<file path="config.mk">
export PLATFORM = sky130hd
export DESIGN_NAME = booth_seq_multiplier_flat
export DESIGN_NICKNAME = d
export VERILOG_FILES = /design/src/rtl/booth_pkg.sv /design/src/rtl/booth_seq_multiplier_if.sv /design/src/rtl/booth_down_counter.sv /design/src/rtl/booth_seq_multiplier.sv /design/src/flat_wrapper.sv
export SDC_FILE = /design/constraint.sdc
export NUM_CORES = 1
export LEC_CHECK = 0
export ABC_CLOCK_PERIOD_IN_PS = 5900
export BUFFER_PORTS_ARGS = -buffer_cell sky130_fd_sc_hd__buf_2
export CORE_UTILIZATION = 60
export CTS_CLUSTER_DIAMETER = 150
export DETAILED_ROUTE_END_ITERATION = 16
export PLACE_DENSITY = 0.83
export REMOVE_ABC_BUFFERS = 1
export SLEW_MARGIN = 20
export SYNTH_ARGS = -nofsm -noshare
export SYNTH_HDL_FRONTEND = slang
export SYNTH_SLANG_ARGS = --single-unit
</file>
<file path="constraint.sdc">
create_clock -name clk -period 5.9 [get_ports clk]
set_clock_uncertainty 0.15 [all_clocks]
set_input_delay 1.18 -clock clk [delete_from_list [all_inputs] [get_ports clk]]
set_output_delay 1.18 -clock clk [all_outputs]
set_load 0.1 [all_outputs]
</file>
<file path="src/rtl/booth_pkg.sv">
// booth_pkg: shared states, Booth op encoding and default width for the Booth multiplier
package booth_pkg;
  localparam int WIDTH_DEF = 4;
  typedef enum logic [1:0] {IDLE, EVAL, SHIFT, DONE} state_e;
  typedef enum logic [1:0] {NOP, ADD, SUB} op_e;
  function automatic op_e booth_op(input logic q0, input logic q_1);
    return {q0, q_1} == 2'b01 ? ADD : {q0, q_1} == 2'b10 ? SUB : NOP;
  endfunction
endpackage

</file>
<file path="src/rtl/booth_seq_multiplier_if.sv">
// booth_seq_multiplier_if: start request, operands and result/status of the Booth multiplier
interface booth_seq_multiplier_if import booth_pkg::*; #(parameter int WIDTH = WIDTH_DEF);
  logic valid;
  logic [WIDTH-1:0] a;
  logic [WIDTH-1:0] b;
  logic [2*WIDTH-1:0] y;
  logic done;
  logic busy;
  modport master (output valid, a, b, input y, done, busy);
  modport slave (input valid, a, b, output y, done, busy);
endinterface

</file>
<file path="src/rtl/booth_down_counter.sv">
// booth_down_counter: loadable iteration down-counter with combinational zero flag
module booth_down_counter #(parameter int CNT_W = 2) (
  input  logic             clk,
  input  logic             rst,
  input  logic [CNT_W-1:0] load_val,
  input  logic             load,
  input  logic             dec,
  output logic [CNT_W-1:0] count,
  output logic             zero
);
  // load wins over decrement
  always_ff @(posedge clk or negedge rst)
    if (!rst) count <= '0;
    else if (load) count <= load_val;
    else if (dec) count <= count - 1'b1;
  assign zero = count == '0;
endmodule

</file>
<file path="src/rtl/booth_seq_multiplier.sv">
// booth_seq_multiplier: sequential radix-2 Booth signed multiplier; BOOTH_ZERO_BYPASS_EN skips the iterations for zero operands
module booth_seq_multiplier import booth_pkg::*; #(
  parameter int WIDTH = WIDTH_DEF,
  localparam int CNT_W = $clog2(WIDTH)
) (
  input logic clk,
  input logic rst,
  booth_seq_multiplier_if.slave bus
);
  state_e state;
  logic [WIDTH:0] m, hq, sum;
  logic [WIDTH-1:0] q;
  logic q_1, accept, bypass, cnt_zero;
  logic [CNT_W-1:0] cnt;
  op_e op;
  assign accept = state == IDLE && bus.valid;
`ifdef BOOTH_ZERO_BYPASS_EN
  assign bypass = accept && (bus.a == '0 || bus.b == '0);
`else
  assign bypass = 1'b0;
`endif
  assign op = booth_op(q[0], q_1);
  assign sum = op == ADD ? hq + m : op == SUB ? hq - m : hq;
  booth_down_counter #(.CNT_W(CNT_W)) u_cnt (
    .clk(clk), .rst(rst), .load_val(CNT_W'(WIDTH - 1)), .load(accept && !bypass),
    .dec(state == SHIFT && cnt != '0), .count(cnt), .zero(cnt_zero)
  );
  // controller and shift/add-subtract datapath; outputs are registered
  always_ff @(posedge clk or negedge rst)
    if (!rst) begin
      state <= IDLE;
      m <= '0;
      hq <= '0;
      q <= '0;
      q_1 <= 1'b0;
      bus.y <= '0;
      bus.done <= 1'b0;
      bus.busy <= 1'b0;
    end else
      case (state)
        IDLE: begin
          bus.done <= 1'b0;
          if (bus.valid) begin
            m <= {bus.a[WIDTH-1], bus.a};
            q <= bypass ? '0 : bus.b;
            hq <= '0;
            q_1 <= 1'b0;
            bus.busy <= 1'b1;
            state <= bypass ? DONE : EVAL;
          end
        end
        EVAL: begin
          hq <= sum;
          state <= SHIFT;
        end
        SHIFT: begin
          {hq, q, q_1} <= {hq[WIDTH], hq, q};
          state <= cnt_zero ? DONE : EVAL;
        end
        DONE: begin
          bus.y <= {hq[WIDTH-1:0], q};
          bus.done <= 1'b1;
          bus.busy <= 1'b0;
          state <= IDLE;
        end
      endcase
endmodule

</file>
<file path="src/flat_wrapper.sv">
// flat-port wrapper written by rule: the top's interface ports become plain ports
module booth_seq_multiplier_flat import booth_pkg::*;
#(
  parameter int WIDTH = WIDTH_DEF,
  localparam int CNT_W = $clog2(WIDTH)
)
  (clk, rst, bus_valid, bus_a, bus_b, bus_y, bus_done, bus_busy);
  booth_seq_multiplier_if #(.WIDTH(WIDTH)) bus_i ();
  input logic clk;
  input logic rst;
  input wire logic [$bits(bus_i.valid)-1:0] bus_valid;
  input wire logic [$bits(bus_i.a)-1:0] bus_a;
  input wire logic [$bits(bus_i.b)-1:0] bus_b;
  output wire logic [$bits(bus_i.y)-1:0] bus_y;
  output wire logic [$bits(bus_i.done)-1:0] bus_done;
  output wire logic [$bits(bus_i.busy)-1:0] bus_busy;
  assign bus_i.valid = bus_valid;
  assign bus_i.a = bus_a;
  assign bus_i.b = bus_b;
  assign bus_y = bus_i.y;
  assign bus_done = bus_i.done;
  assign bus_busy = bus_i.busy;
  booth_seq_multiplier #(.WIDTH(WIDTH)) u_core (.clk(clk), .rst(rst), .bus(bus_i));
endmodule
</file>
==> results.json <==
{
  "cts_resized": 0,
  "clk_pin_slew_ns": 0.15,
  "cts_buffers": 3,
  "ys_ff_latch": 28,
  "worstPathMaxFanout": 3,
  "status": "complete, no violations",
  "slew_violations": 0,
  "synth_most_common_cell": "dfrtp_1",
  "antenna_found_initial": 0,
  "max_cap_violations": 0,
  "grt_pass1_wl_um": 4802,
  "cp_slowest_cell": "buf_2",
  "vias": 1100,
  "worst_pin_slew_ns": 0.5983,
  "syn_inst": 142,
  "cts_tree": "built",
  "drtPass1Iterations": 4,
  "start_util_pct": 66.22,
  "critical_path_class": "register to primary output",
  "finalCritPeriodShare_pct": 42.41,
  "slew_headroom_pct": 60.12,
  "gr-total-overflow": 0,
  "dpl.hpwl_um": 2105,
  "netlist_area_um2": 1535,
  "crit_chain": "buf_2",
  "stdcell_area_um2": 1697,
  "ios": 21,
  "path_buf_inv": 1,
  "cp.arrival_ns": 1.17,
  "route.detailed.drc": 0,
  "met2_usage_pct": 42.19,
  "fmax_ghz": 0.3996,
  "holdBufCountCts": 0,
  "synth.area.top_cells": "dfrtp_1 46%, ha_1 9.0%, mux2_2 6.6%, nand2_1 3.7%, a21oi_1 3.3%",
  "ys_top_cells_by_count": "28 x dfrtp_1, 15 x nand2_1, 11 x ha_1",
  "portBuffers": 20,
  "critPathRequiredTime_ns": 4.57,
  "synthFlopType": "dfrtp_1",
  "rsz0062_at_grt": "false",
  "synth_warnings": 0,
  "synth_top_area_share_pct": 45.64,
  "core_um2": 2318,
  "cts_root_buf": "clkbuf_4",
  "worstSetupStartpointType": "register",
  "routabilityCongestion": 0.7849,
  "antenna_left": 0,
  "grt_pass1_vias": 1149,
  "hp-class": "register to register",
  "place_area_um2": 1644,
  "drive_gt1_share_pct": 22.98,
  "setup_tns_ns": 0,
  "critical_path.top_delay_family": "buffers and inverters",
  "die_y_um": 52.59,
  "post_cts.repair.setup_buffers": 0,
  "grt_use_met1_pct": 30.15,
  "rows": 17,
  "final_nets": 185,
  "use_met3_pct": 3.188,
  "via_per_inst": 5.820,
  "hold_violations": 0,
  "wl_per_cell_um": 14.73,
  "synth_cell_types": 33,
  "cts_htree_levels": 1,
  "avgSynthCellArea_um2": 10.81,
  "synth-async-reset-ratio_pct": 100.0,
  "die-area_um2": 2765,
  "cp_slowest_stage_delay_ns": 0.43,
  "clk_latency_ns": 0.34,
  "n_fill_cell": 178,
  "grt_use_total_pct": 24.15,
  "period_needed_ns": 2.502,
  "cts.sink_count": 28,
  "clk_path_buf_depth": 2,
  "setup_viol": 0,
  "first_iter_violations": 23,
  "diodes": 0,
  "endpoint_kind": "primary output",
  "finalWirelength_um": 2784,
  "synth_edf_count": 0,
  "grt.busiest_layer": "met2",
  "synth_top_area_cell": "dfrtp_1",
  "seq_area_frac_synth_pct": 45.64,
  "die_x_um": 52.59,
  "grt_max_degree": 29,
  "area_growth_pct": 10.51
}
[stage by stage]
stage | util, % | hold WS [ns] | std cells | setup WS (ns)
5_1_grt | 73.18 | 0.3959 | 189 | 3.347
3_3_place_gp | 70.91 | 0.3351 | 185 | 3.568
3_5_place_dp | 70.91 | 0.3477 | 185 | 3.482
6_report | 73.18 | 0.3753 | 189 | 3.398
2_1_floorplan | - | 0.3290 | 137 | 3.658
4_1_cts | 73.18 | 0.3810 | 189 | 3.398
[metal layers]
metal	share of wire (%)	wire, um
met1	45	1249
met2	51	1429
met3	2.7	75
met4	1.1	30
met5	0	0
[cells in the final DEF (no fill, tap or decap), drive strengths merged, types with 2 or more instances in the layout]
cell type   n
nand2      15
nor2b       2
buf        20
ha         11
inv         8
dfrtp      28
mux2       13
a22oi       4
xnor2       3
o22ai       7
o21ai       5
xor2        3
o31ai       6
nand2b      6
a21oi      10
clkbuf      3
nor2        4
[flip-flops by register name, summed over array words and instances, names as in the netlist]
signal and flops:
u_core.q_1 1, u_core.bus.busy 1, u_core.q 4, u_core.state 2, u_core.m 4, u_core.hq 5, u_core.bus.y 8, u_core.u_cnt.count 2
u_core.bus.done 1
[kinds of logic after synthesis]
family,after synthesis,synth area share [%]
AOI/OAI and AO/OA,37,15.97
and+or+nand+nor,33,11.49
DFF,28,45.64
buffers and inverters,13,3.667
muxes,13,9.535
adders and majority gates,12,10.27
xor gates and xnor gates,6,3.424
[path summary, 6_finish.rpt]
path	from	to	slack, ns	cells after the start
max	u_core.bus.busy$_DFFE_PN0P_	bus_busy	3.40	1
min	u_core.bus.y[6]$_DFFE_PN0P_	u_core.bus.y[6]$_DFFE_PN0P_	0.38	1
max reg2reg	u_core.m[0]$_DFFE_PN0P_	u_core.hq[4]$_DFFE_PN0P_	3.52	9
min reg2reg	u_core.bus.y[6]$_DFFE_PN0P_	u_core.bus.y[6]$_DFFE_PN0P_	0.38	1
max in group asynchronous	rst	u_core.m[0]$_DFFE_PN0P_	4.53	1
min in group asynchronous	rst	u_core.hq[0]$_DFFE_PN0P_	0.67	1
[area by class of cell]
| class | count | area, um^2 | area share (%) |
|---|---|---|---|
| tap | 28 | 35.03 | 2.065 |
| clock buffer | 3 | 22.52 | 1.327 |
| clock inverter | 1 | 30.03 | 1.770 |
| multi-input combinational | 101 | 778.2 | 45.87 |
| timing repair buffer | 20 | 100.1 | 5.900 |
| sequential | 28 | 700.7 | 41.30 |
| inverter | 8 | 30.03 | 1.770 |
Power is left out: the tool's default activity adds up to more than one toggle a clock period on the data nets, which glitch-free logic cannot reach.
